**src/rtl/mult_pkg.sv**
```systemverilog
// Shared helpers for the pipelined array multiplier: stage sizing and partial-product rows.
package mult_pkg;

  localparam int MAX_W  = 64;
  localparam int IDX_W  = $clog2(MAX_W);

  // Rows per stage, or 0 when the WIDTH/STAGES combination is not usable.
  function automatic int calc_r(input int width, input int stages);
    if (stages < 1 || stages > width || width > MAX_W) return 0;
    if (width % stages != 0) return 0;
    return width / stages;
  endfunction

  // Signed contribution of row i: the top row carries negative weight in signed mode.
  function automatic logic [2*MAX_W-1:0] mult_row(
    input logic [MAX_W-1:0] a,
    input logic [MAX_W-1:0] b,
    input logic             sgn,
    input int               width,
    input int               i
  );
    logic [2*MAX_W-1:0] b_ext;
    logic [2*MAX_W-1:0] row;
    b_ext = {{MAX_W{1'b0}}, b};
    if (sgn && b[IDX_W'(width - 1)])
      b_ext = b_ext | ({(2*MAX_W){1'b1}} << width);
    row = a[IDX_W'(i)] ? (b_ext << i) : '0;
    if (sgn && (i == width - 1))
      row = -row;
    return row;
  endfunction

endpackage

```
**src/rtl/mult_stage.sv**
```systemverilog
// One accumulation stage: adds R partial-product rows to the incoming sum and registers it.
// Carries the per-transaction sgn bit only when MULT_SIGNED_EN is defined.
module mult_stage
  import mult_pkg::*;
#(
  parameter int WIDTH     = 8,
  parameter int R         = 2,
  parameter int FIRST_ROW = 0
) (
  input  logic               clk,
  input  logic               rst,
  input  logic               load,
  input  logic [WIDTH-1:0]   a,
  input  logic [WIDTH-1:0]   b,
`ifdef MULT_SIGNED_EN
  input  logic               sgn,
  output logic               sgn_reg,
`endif
  input  logic [2*WIDTH-1:0] sum,
  input  logic               valid,
  output logic [WIDTH-1:0]   a_reg,
  output logic [WIDTH-1:0]   b_reg,
  output logic [2*WIDTH-1:0] sum_reg,
  output logic               valid_reg
);

  logic               sgn_eff;
  logic [2*WIDTH-1:0] row [R];
  logic [2*WIDTH-1:0] sum_next;

`ifdef MULT_SIGNED_EN
  assign sgn_eff = sgn;
`else
  assign sgn_eff = 1'b0;
`endif

  genvar gi;
  generate
    for (gi = 0; gi < R; gi++) begin : g_row
      assign row[gi] = (2*WIDTH)'(mult_row(MAX_W'(a), MAX_W'(b), sgn_eff, WIDTH, FIRST_ROW + gi));
    end
  endgenerate

  always_comb begin
    sum_next = sum;
    for (int k = 0; k < R; k++)
      sum_next = sum_next + row[k];
  end

  always_ff @(posedge clk) begin
    if (rst) begin
      valid_reg <= 1'b0;
      a_reg     <= '0;
      b_reg     <= '0;
      sum_reg   <= '0;
`ifdef MULT_SIGNED_EN
      sgn_reg   <= 1'b0;
`endif
    end else if (load) begin
      valid_reg <= valid;
      a_reg     <= a;
      b_reg     <= b;
      sum_reg   <= sum_next;
`ifdef MULT_SIGNED_EN
      sgn_reg   <= sgn;
`endif
    end
  end

endmodule

```
**src/rtl/mult_pipe.sv**
```systemverilog
// Fully pipelined array multiplier with valid/ready flow control and bubble collapsing.
// Optional two's-complement operands are enabled by defining MULT_SIGNED_EN.
module mult_pipe
  import mult_pkg::*;
#(
  parameter int WIDTH  = 8,
  parameter int STAGES = 4
) (
  input  logic               clk,
  input  logic               rst,
  input  logic [WIDTH-1:0]   a,
  input  logic [WIDTH-1:0]   b,
`ifdef MULT_SIGNED_EN
  input  logic               sgn,
`endif
  input  logic               in_valid,
  output logic               in_ready,
  output logic [2*WIDTH-1:0] y,
  output logic               out_valid,
  input  logic               out_ready
);

  localparam int R = calc_r(WIDTH, STAGES);

  if (R == 0) begin : g_param_check
    $error("mult_pipe: need 1 <= STAGES <= WIDTH <= 64 and WIDTH %% STAGES == 0");
  end

  logic [WIDTH-1:0]   a0_reg;
  logic [WIDTH-1:0]   b0_reg;
  logic               v0_reg;
  logic [WIDTH-1:0]   a_stage   [STAGES+1];
  logic [WIDTH-1:0]   b_stage   [STAGES+1];
  logic [2*WIDTH-1:0] sum_stage [STAGES+1];
  logic [STAGES:0]    v;
  logic [STAGES:0]    load;
`ifdef MULT_SIGNED_EN
  logic               sgn0_reg;
  logic               sgn_stage [STAGES+1];
  assign sgn_stage[0] = sgn0_reg;
`endif

  assign a_stage[0]   = a0_reg;
  assign b_stage[0]   = b0_reg;
  assign sum_stage[0] = '0;
  assign v[0]         = v0_reg;

  // A stage may load if it is empty or its content moves on this cycle.
  assign load[STAGES] = !v[STAGES] || out_ready;

  genvar gi;
  generate
    for (gi = 0; gi < STAGES; gi++) begin : g_load
      assign load[gi] = !v[gi] || load[gi+1];
    end

    for (gi = 1; gi <= STAGES; gi++) begin : g_stage
      mult_stage #(
        .WIDTH     (WIDTH),
        .R         (R),
        .FIRST_ROW ((gi - 1) * R)
      ) u_stage (
        .clk       (clk),
        .rst       (rst),
        .load      (load[gi]),
        .a         (a_stage[gi-1]),
        .b         (b_stage[gi-1]),
`ifdef MULT_SIGNED_EN
        .sgn       (sgn_stage[gi-1]),
        .sgn_reg   (sgn_stage[gi]),
`endif
        .sum       (sum_stage[gi-1]),
        .valid     (v[gi-1]),
        .a_reg     (a_stage[gi]),
        .b_reg     (b_stage[gi]),
        .sum_reg   (sum_stage[gi]),
        .valid_reg (v[gi])
      );
    end
  endgenerate

  always_ff @(posedge clk) begin
    if (rst) begin
      v0_reg <= 1'b0;
      a0_reg <= '0;
      b0_reg <= '0;
`ifdef MULT_SIGNED_EN
      sgn0_reg <= 1'b0;
`endif
    end else if (load[0]) begin
      v0_reg <= in_valid;
      a0_reg <= a;
      b0_reg <= b;
`ifdef MULT_SIGNED_EN
      sgn0_reg <= sgn;
`endif
    end
  end

  assign in_ready  = load[0] && !rst;
  assign out_valid = v[STAGES];
  assign y         = sum_stage[STAGES];

endmodule

```
**config.mk**
```make
export PLATFORM = sky130hd
export DESIGN_NAME = mult_pipe
export DESIGN_NICKNAME = d
export VERILOG_FILES = /design/src/rtl/mult_pkg.sv /design/src/rtl/mult_stage.sv /design/src/rtl/mult_pipe.sv
export SDC_FILE = /design/constraint.sdc
export NUM_CORES = 1
export LEC_CHECK = 0
export ABC_AREA = 1
export CORE_MARGIN = 1
export CORE_UTILIZATION = 54
export DETAILED_ROUTE_END_ITERATION = 10
export PLACE_DENSITY = 0.76
export SYNTH_ARGS = -nofsm -noshare
export SYNTH_HDL_FRONTEND = slang
export SYNTH_SLANG_ARGS = --single-unit
export TNS_END_PERCENT = 50
```
**constraint.sdc**
```tcl
create_clock -name clk -period 2.2 [get_ports clk]
set_input_delay 0.55 -clock clk [delete_from_list [all_inputs] [get_ports clk]]
set_output_delay 0.55 -clock clk [all_outputs]
set_load 0.03 [all_outputs]
```
==> flow_summary.toml <==
[clocking]
h-tree-depth = 3
clk_pin_slew_worst_paths_ns = 0.07
clock_path_buffers = 2
cts_tree = "yes"
cts_inserted_buffers = 9
clock_sinks = 109
worstSkewPairLatency_ns = 0.35
cts_hold_buf = 0
cts.root.buffer_cell = "clkbuf_16"

[cells_and_area]
largest_register_ffs = 52
final_nets = 1018
layout_commonest_cell = "nand2_1"
num_antenna_cells = 0
drive_above_1_share_pct = 11.76
fillers = 930
syn2layout_area_growth_pct = 20.92
final_cells = 1084
layout_common_cells = "nand2_1, inv_1, nor2_1, dfxtp_1, o21ai_0"

[global_routing]
use_met1_pct = 27.39
grt_pass1_vias = 5129
grt_max_degree = 45
grt-ovfl-total = 0
grt_pass1_wl_um = 22350
busiest_layer = "met2"
use_met3_pct = 5.140
grt_util_met2_pct = 43.98
antenna_found_initial = 0
grt_usage_pct = 23.90

[route]
route.antenna.remaining_nets = 0
drc = 0
via_count = 5371
wl_um = 13190
wl_per_cell_um = 12.17
viasPerCell = 4.955
first_iter_violations = 225
drtPass1Iterations = 5

[floorplanning]
rows = 38
die_area_um2 = 11930
die_h_um = 109.2
die_w_um = 109.2
pin_count = 38
core_um2 = 11030
start_util_pct = 56.27

[critical_path]
worstReg2RegStart = "g_stage[2].u_stage.a_reg[5]$_SDFFE_PP0P_"
start_kind = "register"
path_class = "register to register"
end_kind = "register"
startpoint = "g_stage[2].u_stage.a_reg[5]$_SDFFE_PP0P_"
cp_data_required_time_ns = 2.45
reg2reg_depth = 10
arrival_ns = 2.43
worst-path-max-fanout = 5

[worst_hold_path]
hp-start = "g_stage[2].u_stage.sum_reg[2]$_SDFFE_PP0P_"
worstHoldPathCells = 2
hp-class = "register to register"

[synth]
synth_warnings = 0
synth_seq_area_share_pct = 35.15
syn_nets = 969
synth_seq_cells = 109
ys_types = 28
synth_area_per_cell_um2 = 6.974
syn_inst = 890
syn_area_um2 = 6207

[timing]
worst_pin_slew_ns = 0.3724
hold_viol_final = 0
slew_violations = 0
final-setup-viol-count = 0
final.setup.worst_slack_ns = 0.01795
fin_crit_sh_pct = 99.18
relSlewSlack_pct = 75.17
period_needed_ns = 2.182
rsz0062_at_grt = "yes"
fmax_mhz = 458.3
fin_worst_skew_ns = 0.005567
timing.hold.ws_ns = 0.4644

[place]
io_buffer_count = 37
hpwl_um = 9370
dp_slack_ns = -0.07366
place_inst = 1065
routabilityCongestion = 0.8651

[pwr]
powerDensity_nw_per_um2 = 558.4
peakVddDrop_uv = 568.1
power_mw = 4.191
p_leak_nw = 4.138

[run_status]
status = "completed"

[run]
maxCapViolCount = 0
[cell type report]
cell class                 instances  area [um2]  area share, %
sequential                       109        2195          29.24
clock inverter                     4       76.32          1.017
inverter                         151       568.0          7.568
timing repair buffer              77       720.7          9.602
clock buffer                      12       266.5          3.551
multi-input combinational        591        3505          46.69
tap                              140       175.2          2.334
[kinds of logic after synthesis]
| logic type | Yosys count | share of synthesized area [%] |
|---|---|---|
| and+or+nand+nor | 384 | 25.30 |
| adders and majority gates | 59 | 14.92 |
| buffers and inverters | 190 | 11.91 |
| AOI/OAI and AO/OA | 137 | 11.17 |
| xor gates and xnor gates | 11 | 1.552 |
| DFF | 109 | 35.15 |
[stage by stage]
step	setup TNS [ns]	cell area (um2)	utilization [%]
final	0	7506	68.05
after global routing	-0.7665	7506	68.05
after CTS	-0.04394	7301	66.19
after detailed placement	-0.4518	6912	62.66
after global placement	-0.1068	6912	62.66
after floorplan	-0.03067	6222	-
[path summary, 6_finish.rpt]
kind                                                                    to  slack [ns]
worst max-delay path            g_stage[3].u_stage.sum_reg[9]$_SDFFE_PP0P_        0.02
worst min-delay path            g_stage[2].u_stage.sum_reg[2]$_SDFFE_PP0P_        0.46
worst max register to register  g_stage[3].u_stage.sum_reg[9]$_SDFFE_PP0P_        0.02
worst min register to register  g_stage[2].u_stage.sum_reg[2]$_SDFFE_PP0P_        0.46
[repair_timing]
action,in CTS,in global routing
buffers inserted,2,1
gates resized for setup,8,37
setup endpoints to repair,9,19
pin swaps,4,14
[Yosys cell counts]
master / instances / area share, %
xnor2_1: 6 / 0.85
nor3_1: 2 / 0.16
inv_2: 2 / 0.12
xor2_1: 5 / 0.71
a211oi_1: 1 / 0.12
nand3_1: 36 / 2.9
dfxtp_1: 109 / 35
clkbuf_2: 1 / 0.081
o21ai_0: 69 / 5.6
nand4_1: 5 / 0.50
nor2_4: 1 / 0.18
ha_1: 34 / 6.9
clkbuf_1: 24 / 1.5
buf_2: 13 / 1.0
nand2_1: 190 / 11
o21a_1: 2 / 0.24
nand3b_1: 4 / 0.48
nand2_2: 1 / 0.10
o21ai_1: 10 / 0.81
clkinv_2: 1 / 0.081
buf_6: 1 / 0.18
inv_1: 148 / 8.9
nor2_1: 137 / 8.3
nand2_4: 2 / 0.36
a21oi_1: 55 / 4.4
or2_2: 5 / 0.50
nor2_8: 1 / 0.32
fa_1: 25 / 8.1
[per-layer routing]
| metal | up-vias | part of all wire (%) |
|---|---|---|
| li1 | 2827 | - |
| met1 | 2445 | 44 |
| met2 | 82 | 52 |
| met3 | 17 | 3.0 |
| met4 | 0 | 1.9 |
| met5 | - | 0 |
[power breakdown]
group	total (mW)	internal, mW	switching [mW]
clock network	1.83	1.10	0.738
logic	0.291	0.136	0.155
registers	2.07	2.03	0.0388
total	4.19	3.26	0.931
[worst max-delay path, stage by stage (launching register included)]
cell and delay [ns]:
dfxtp_2 0.36, nand2_1 0.09, fa_1 0.52, inv_1 0.05, ha_1 0.21, fa_2 0.37
nand2_1 0.08, nand2_1 0.08, xor2_1 0.14, o21ai_0 0.13, inv_1 0.05
Note: power is estimated with default switching activity, not from simulation.
==> edit 1, RTL diff (same settings) <==
`WIDTH` is set to 8 in 2 places; all go to 16.
--- a/src/rtl/mult_stage.sv
+++ b/src/rtl/mult_stage.sv
@@ -3,7 +3,7 @@
 module mult_stage
   import mult_pkg::*;
 #(
-  parameter int WIDTH     = 8,
+  parameter int WIDTH     = 16,
   parameter int R         = 2,
   parameter int FIRST_ROW = 0
 ) (
--- a/src/rtl/mult_pipe.sv
+++ b/src/rtl/mult_pipe.sv
@@ -3,7 +3,7 @@
 module mult_pipe
   import mult_pkg::*;
 #(
-  parameter int WIDTH  = 8,
+  parameter int WIDTH  = 16,
   parameter int STAGES = 4
 ) (
   input  logic               clk,
Ports: changed (resized a, b and y); port bits go from 38 to 70. No check against the original RTL was run, so the function may have changed too.
==> edit 1 against the original RTL <==
The flow now finishes with violations (negative setup slack); setup slack got worse by 1.5 ns; sequential cell count rose by 107; area after synthesis rose to 2.9 times the old value; routed wire length rose to 3.9 times the old value; sequential power rose by 100%; first-iteration DRC count rose to 3.8 times the old value; hold slack got worse by 0.11 ns; power rose by 130%; combinational power rose to 5.4 times the old value; final area rose to 3.2 times the old value; largest power group unchanged.
==> edit 1: results (changes against the original RTL) <==
* Post-CTS setup buffers at 19 (+17)
* Unique cell type count in the Yosys netlist at 33 (+18%)
* Top cells by area, synth: dfxtp_1, fa_1, nand2_1, inv_1, ha_1
* Post-Syn Instances at 2667 (+200%)
* Post-synth top cells: nand2_1, inv_1, nor2_1, dfxtp_1, fa_1
* Hold Path End: a0_reg[3]
* Drt via density at 5.00 (+0.86%)
* Nets at 3268 (+220%)
* Routability cong. at 0.897 (+3.7%)
* Max layer used: met4
* Met3 GRT Util at 0.0261 (-0.0253)
* Clk_lat worst skew at 0.53 ns (+0.18 ns)
* Global router's overall resource usage at 0.307 (+0.0678)
* Peak VDD IR at 0.556 mV (-2.2%)
* TritonCTS buffer count at 25 (+16)
* 1st-iter DRT viols at 852 (+280%)
* Post-DP HPWL at 38.3 mm (+310%)
* Worst Reg-to-Reg Cells at 20 (+10)
* Post_cts resized at 253 (+245)
* DR WL/cell at 15.1 um (+24%)
* Routed met1 length at 19.7 mm (+240%)
* Placed cell areas at 21800 um2 (+210%)
* CTS HTree Levels at 1 (-2)
* Largest net degree at the start of global routing at 69 (+53%)
* Synthesized net count at 2967 (+210%)
* Finish-stage setup viols at 74 (+74)
* WL met3 at 1.61 mm (+310%)
* Clock skew at 0.0206 ns (+0.0150 ns)
* Met2 wire length at 27.0 mm (+300%)
* Max transition margin at 0.729 (-0.0226)
* Setup WS post-layout at -1.43 ns (-1.45 ns)
* Post-synthesis sequential area ratio at 0.243 (-0.109)
* Hold Crit Class: primary input to flop
* Failing checks: negative setup slack
* Reg-to-Reg Start: g_stage[2].u_stage.a_reg[11]
* HP Start: rst
* Global-route wire length before repair at 83.1 mm (+270%)
* Status: complete, but fails checks
* Layout cells sized above 1 at 0.274 (+0.157)
* Leak at 0.0139 uW (+240%)
* Number of global-route vias before repair at 17624 (+240%)
* R2R Path End: g_stage[3].u_stage.sum_reg[21]
* Met1 GRT Util at 0.330 (+0.0563)
* Setup TNS Final at -74.77 ns (-74.77 ns)
* Critical path peak fanout at 7 (+2)
* Post-Layout Cell Count at 3424 (+220%)
* Buffers added on ports at 69 (+86%)
edit 1: cell count changes after synthesis, moves of 54 or more:
| cell | change |
|---|---|
| a21oi_1 | +66 |
| clkbuf_1 | +54 |
| dfxtp_1 | +107 |
| fa_1 | +142 |
| ha_1 | +63 |
| inv_1 | +517 |
| nand2_1 | +539 |
| nand3_1 | +55 |
| nor2_1 | +123 |
| o21ai_0 | +75 |
edit 1: cells by family (layout without fill, tap and decap cells):
kind of cell	Yosys count	count (layout)	synth area share
compound gates	287	287	0.0826
xor+xnor	18	18	0.00885
buf+inv	767	1082	0.164
simple gates	1115	1115	0.247
flops	216	216	0.243
fa+ha+maj	264	264	0.256
edit 1: power breakdown:
part	internal (uW)	switching, uW
combinational	744	839
sequential	4050	122
clock	2400	1660
total	7200	2620
edit 1: final cells by class:
cell class                      count  area, um2
Multi-Input combinational cell   1684      12700
Clock buffer                       31        678
Fill cell                        2465       8340
Clock inverter                     10        109
Timing Repair Buffer              372       3310
Tap cell                          442        553
Inverter                          669       2520
Sequential cell                   216       4370
==> edit 2, RTL diff (config.mk and constraints unchanged) <==
Made on the original files. Make the reset (`rst`) asynchronous in 2 clocked blocks.
--- a/src/rtl/mult_stage.sv
+++ b/src/rtl/mult_stage.sv
@@ -47,7 +47,7 @@
       sum_next = sum_next + row[k];
   end
 
-  always_ff @(posedge clk) begin
+  always_ff @(posedge clk or posedge rst) begin
     if (rst) begin
       valid_reg <= 1'b0;
       a_reg     <= '0;
--- a/src/rtl/mult_pipe.sv
+++ b/src/rtl/mult_pipe.sv
@@ -79,7 +79,7 @@
     end
   endgenerate
 
-  always_ff @(posedge clk) begin
+  always_ff @(posedge clk or posedge rst) begin
     if (rst) begin
       v0_reg <= 1'b0;
       a0_reg <= '0;
Formal check against the unedited RTL: not equivalent (Yosys sat finds a counterexample within 10 cycles, from zero or initial values and one cycle with rst high; the reset may be asserted at any time).
==> edit 2 against the original RTL <==
Critical endpoint is now g_stage[4].u_stage.sum_reg[13]; final area up 4.4%; routed wire length grew 3.6%; setup slack worse by 0.10 ns; clock skew is 0.0034 ns higher; sequential cell count stayed put; hold slack better by 0.011 ns; highest routed layer unchanged; the flow now finishes with violations (design-rule violations, negative setup slack); area after synthesis is 3.2% higher; synthesized cell count is 8.7% lower; global-route usage shrank 0.80 points.
Power is not compared: it rests on default switching activity, and its combinational part moved more than twofold at a synthesized area within 25%.
==> edit 2: results (changes against the original RTL) <==
* Drt via density at 5.10 (+2.9%)
* Seq cells at 109 (unchanged)
* Pre-CTS WS at -0.153 ns (-0.0796 ns)
* CP peak stage delay at 0.45 ns (-0.07 ns)
* Status: complete, but fails checks
* 1st-iter DRT viols at 245 (+8.9%)
* DR WL/cell at 13.3 um (+9.3%)
* Largest net degree at the start of global routing at 110 (+140%)
* ClkCell Share at 0.0348 (-0.0109)
* Met3 GRT Util at 0.0312 (-0.0202)
* Worst Reg-to-Reg Cells at 14 (+4)
* Global-route wire length before repair at 22.7 mm (+1.5%)
* GR Util met2 at 0.421 (-0.0184)
* CP arrival at 2.54 ns (+0.11 ns)
* Post-synthesis sequential area ratio at 0.426 (+0.0741)
* DR pass1 iterations at 9 (+4)
* Synthesized net count at 892 (-7.9%)
* Routed WL at 13.7 mm (+3.6%)
* Top cells by area, synth: dfrtp_1, nand2_1, fa_1, inv_1, ha_1
* Reg-to-Reg Start: g_stage[3].u_stage.a_reg[6]
* Multi-input combinational area share at 0.438 (-0.0294)
* CP max-delay cell: dfrtp_2
* Buffer share of cell area at 0.0925 (-0.00355)
* Post-synth top area share at 0.426 (+0.0741)
* Nets at 959 (-5.8%)
* Layout cells sized above 1 at 0.181 (+0.0634)
* Failing checks: design-rule violations, negative setup slack
* Non-CTS buffers at 81 (+5.2%)
* Number of ordinary inverters in the final layout at 132 (-13%)
* Unique cell type count in the Yosys netlist at 27 (-3.6%)
* Finish-stage setup viols at 8 (+8)
* Setup WS post-layout at -0.0834 ns (-0.101 ns)
* Drt drc at 8 (+8)
* Hold Path End: g_stage[4].u_stage.sum_reg[6]
* Post-DP HPWL at 9.45 mm (+0.84%)
* Post-synthesis async set-or-reset flop share at 1.00 (+1.00)
* Post-Syn Instances at 813 (-8.7%)
[edit 2: cell count changes in the layout (fill, tap and decap cells not counted), sizes merged, moves of 4 or more]
cell | unedited run | this run
nand4 | 5 | 0
inv | 150 | 134
nand3b | 4 | 11
or2 | 5 | 10
dfxtp | 109 | 0
xor2 | 5 | 1
a21oi | 55 | 17
dfrtp | 0 | 109
buf | 41 | 45
xnor2 | 6 | 2
o21ai | 79 | 52
nor2 | 139 | 29
nand2 | 193 | 329
[edit 2: cells by family (layout without fill, tap and decap cells)]
kind of cell,after synthesis,in the layout,share of synthesized area
xor gates and xnor gates,3,3,0.00410
buffers and inverters,157,228,0.0970
AOI/OAI and AO/OA,73,73,0.0582
and+or+nand+nor,412,412,0.271
DFF,109,109,0.426
adders and majority gates,59,59,0.144
[edit 2: repair_timing]
action | CTS | global route
setup endpoints to repair | 14 | 20
pin swaps | 16 | 50
gates resized for setup | 31 | 63
buffers inserted | 6 | 6
[edit 2: tightest hold or removal path: cells and delay by family (launching register included)]
| kind | cells | cell delay (ns) |
|---|---|---|
| DFF | 1 | 0.34 |
| and+or+nand+nor | 2 | 0.10 |
[edit 2: power breakdown]
part | internal, uW | switching (uW)
logic | 2450 | 2930
registers | 2610 | 436
clock network | 776 | 768
total | 5830 | 4140
[edit 2: metrics by stage]
step	setup TNS (ns)	hold slack, ns	power [uW]	instance area (um2)	utilization
2_1_floorplan	-0.716	0.442	5960	6410	-
3_3_place_gp	-0.0836	0.455	7010	7090	0.615
3_5_place_dp	-0.693	0.458	7210	7090	0.615
4_1_cts	-0.148	0.476	9170	7550	0.655
5_1_grt	-1.73	0.502	10700	7840	0.680
6_report	-0.336	0.476	9970	7840	0.680
[edit 2: per-layer routing]
layer / share of wire / wire [um]
met1: 0.42 / 5690
met2: 0.53 / 7220
met3: 0.025 / 348
met4: 0.029 / 401
met5: 0 / 0
[edit 2: worst max path at each step]
| stage | startpoint | slack [ns] | end | depth (start not counted) |
|---|---|---|---|---|
| after detailed placement | g_stage[3].u_stage.a_reg[7] | -0.15 | g_stage[4].u_stage.sum_reg[13] | 14 |
| after global placement | out_ready | -0.08 | in_ready | 10 |
| after floorplan | g_stage[2].u_stage.a_reg[5] | -0.11 | g_stage[3].u_stage.sum_reg[11] | 12 |
| after CTS | g_stage[3].u_stage.a_reg[7] | -0.08 | g_stage[4].u_stage.sum_reg[13] | 14 |
| final | g_stage[3].u_stage.a_reg[6] | -0.08 | g_stage[4].u_stage.sum_reg[13] | 14 |
| after global routing | g_stage[3].u_stage.a_reg[6] | -0.18 | g_stage[4].u_stage.sum_reg[13] | 14 |
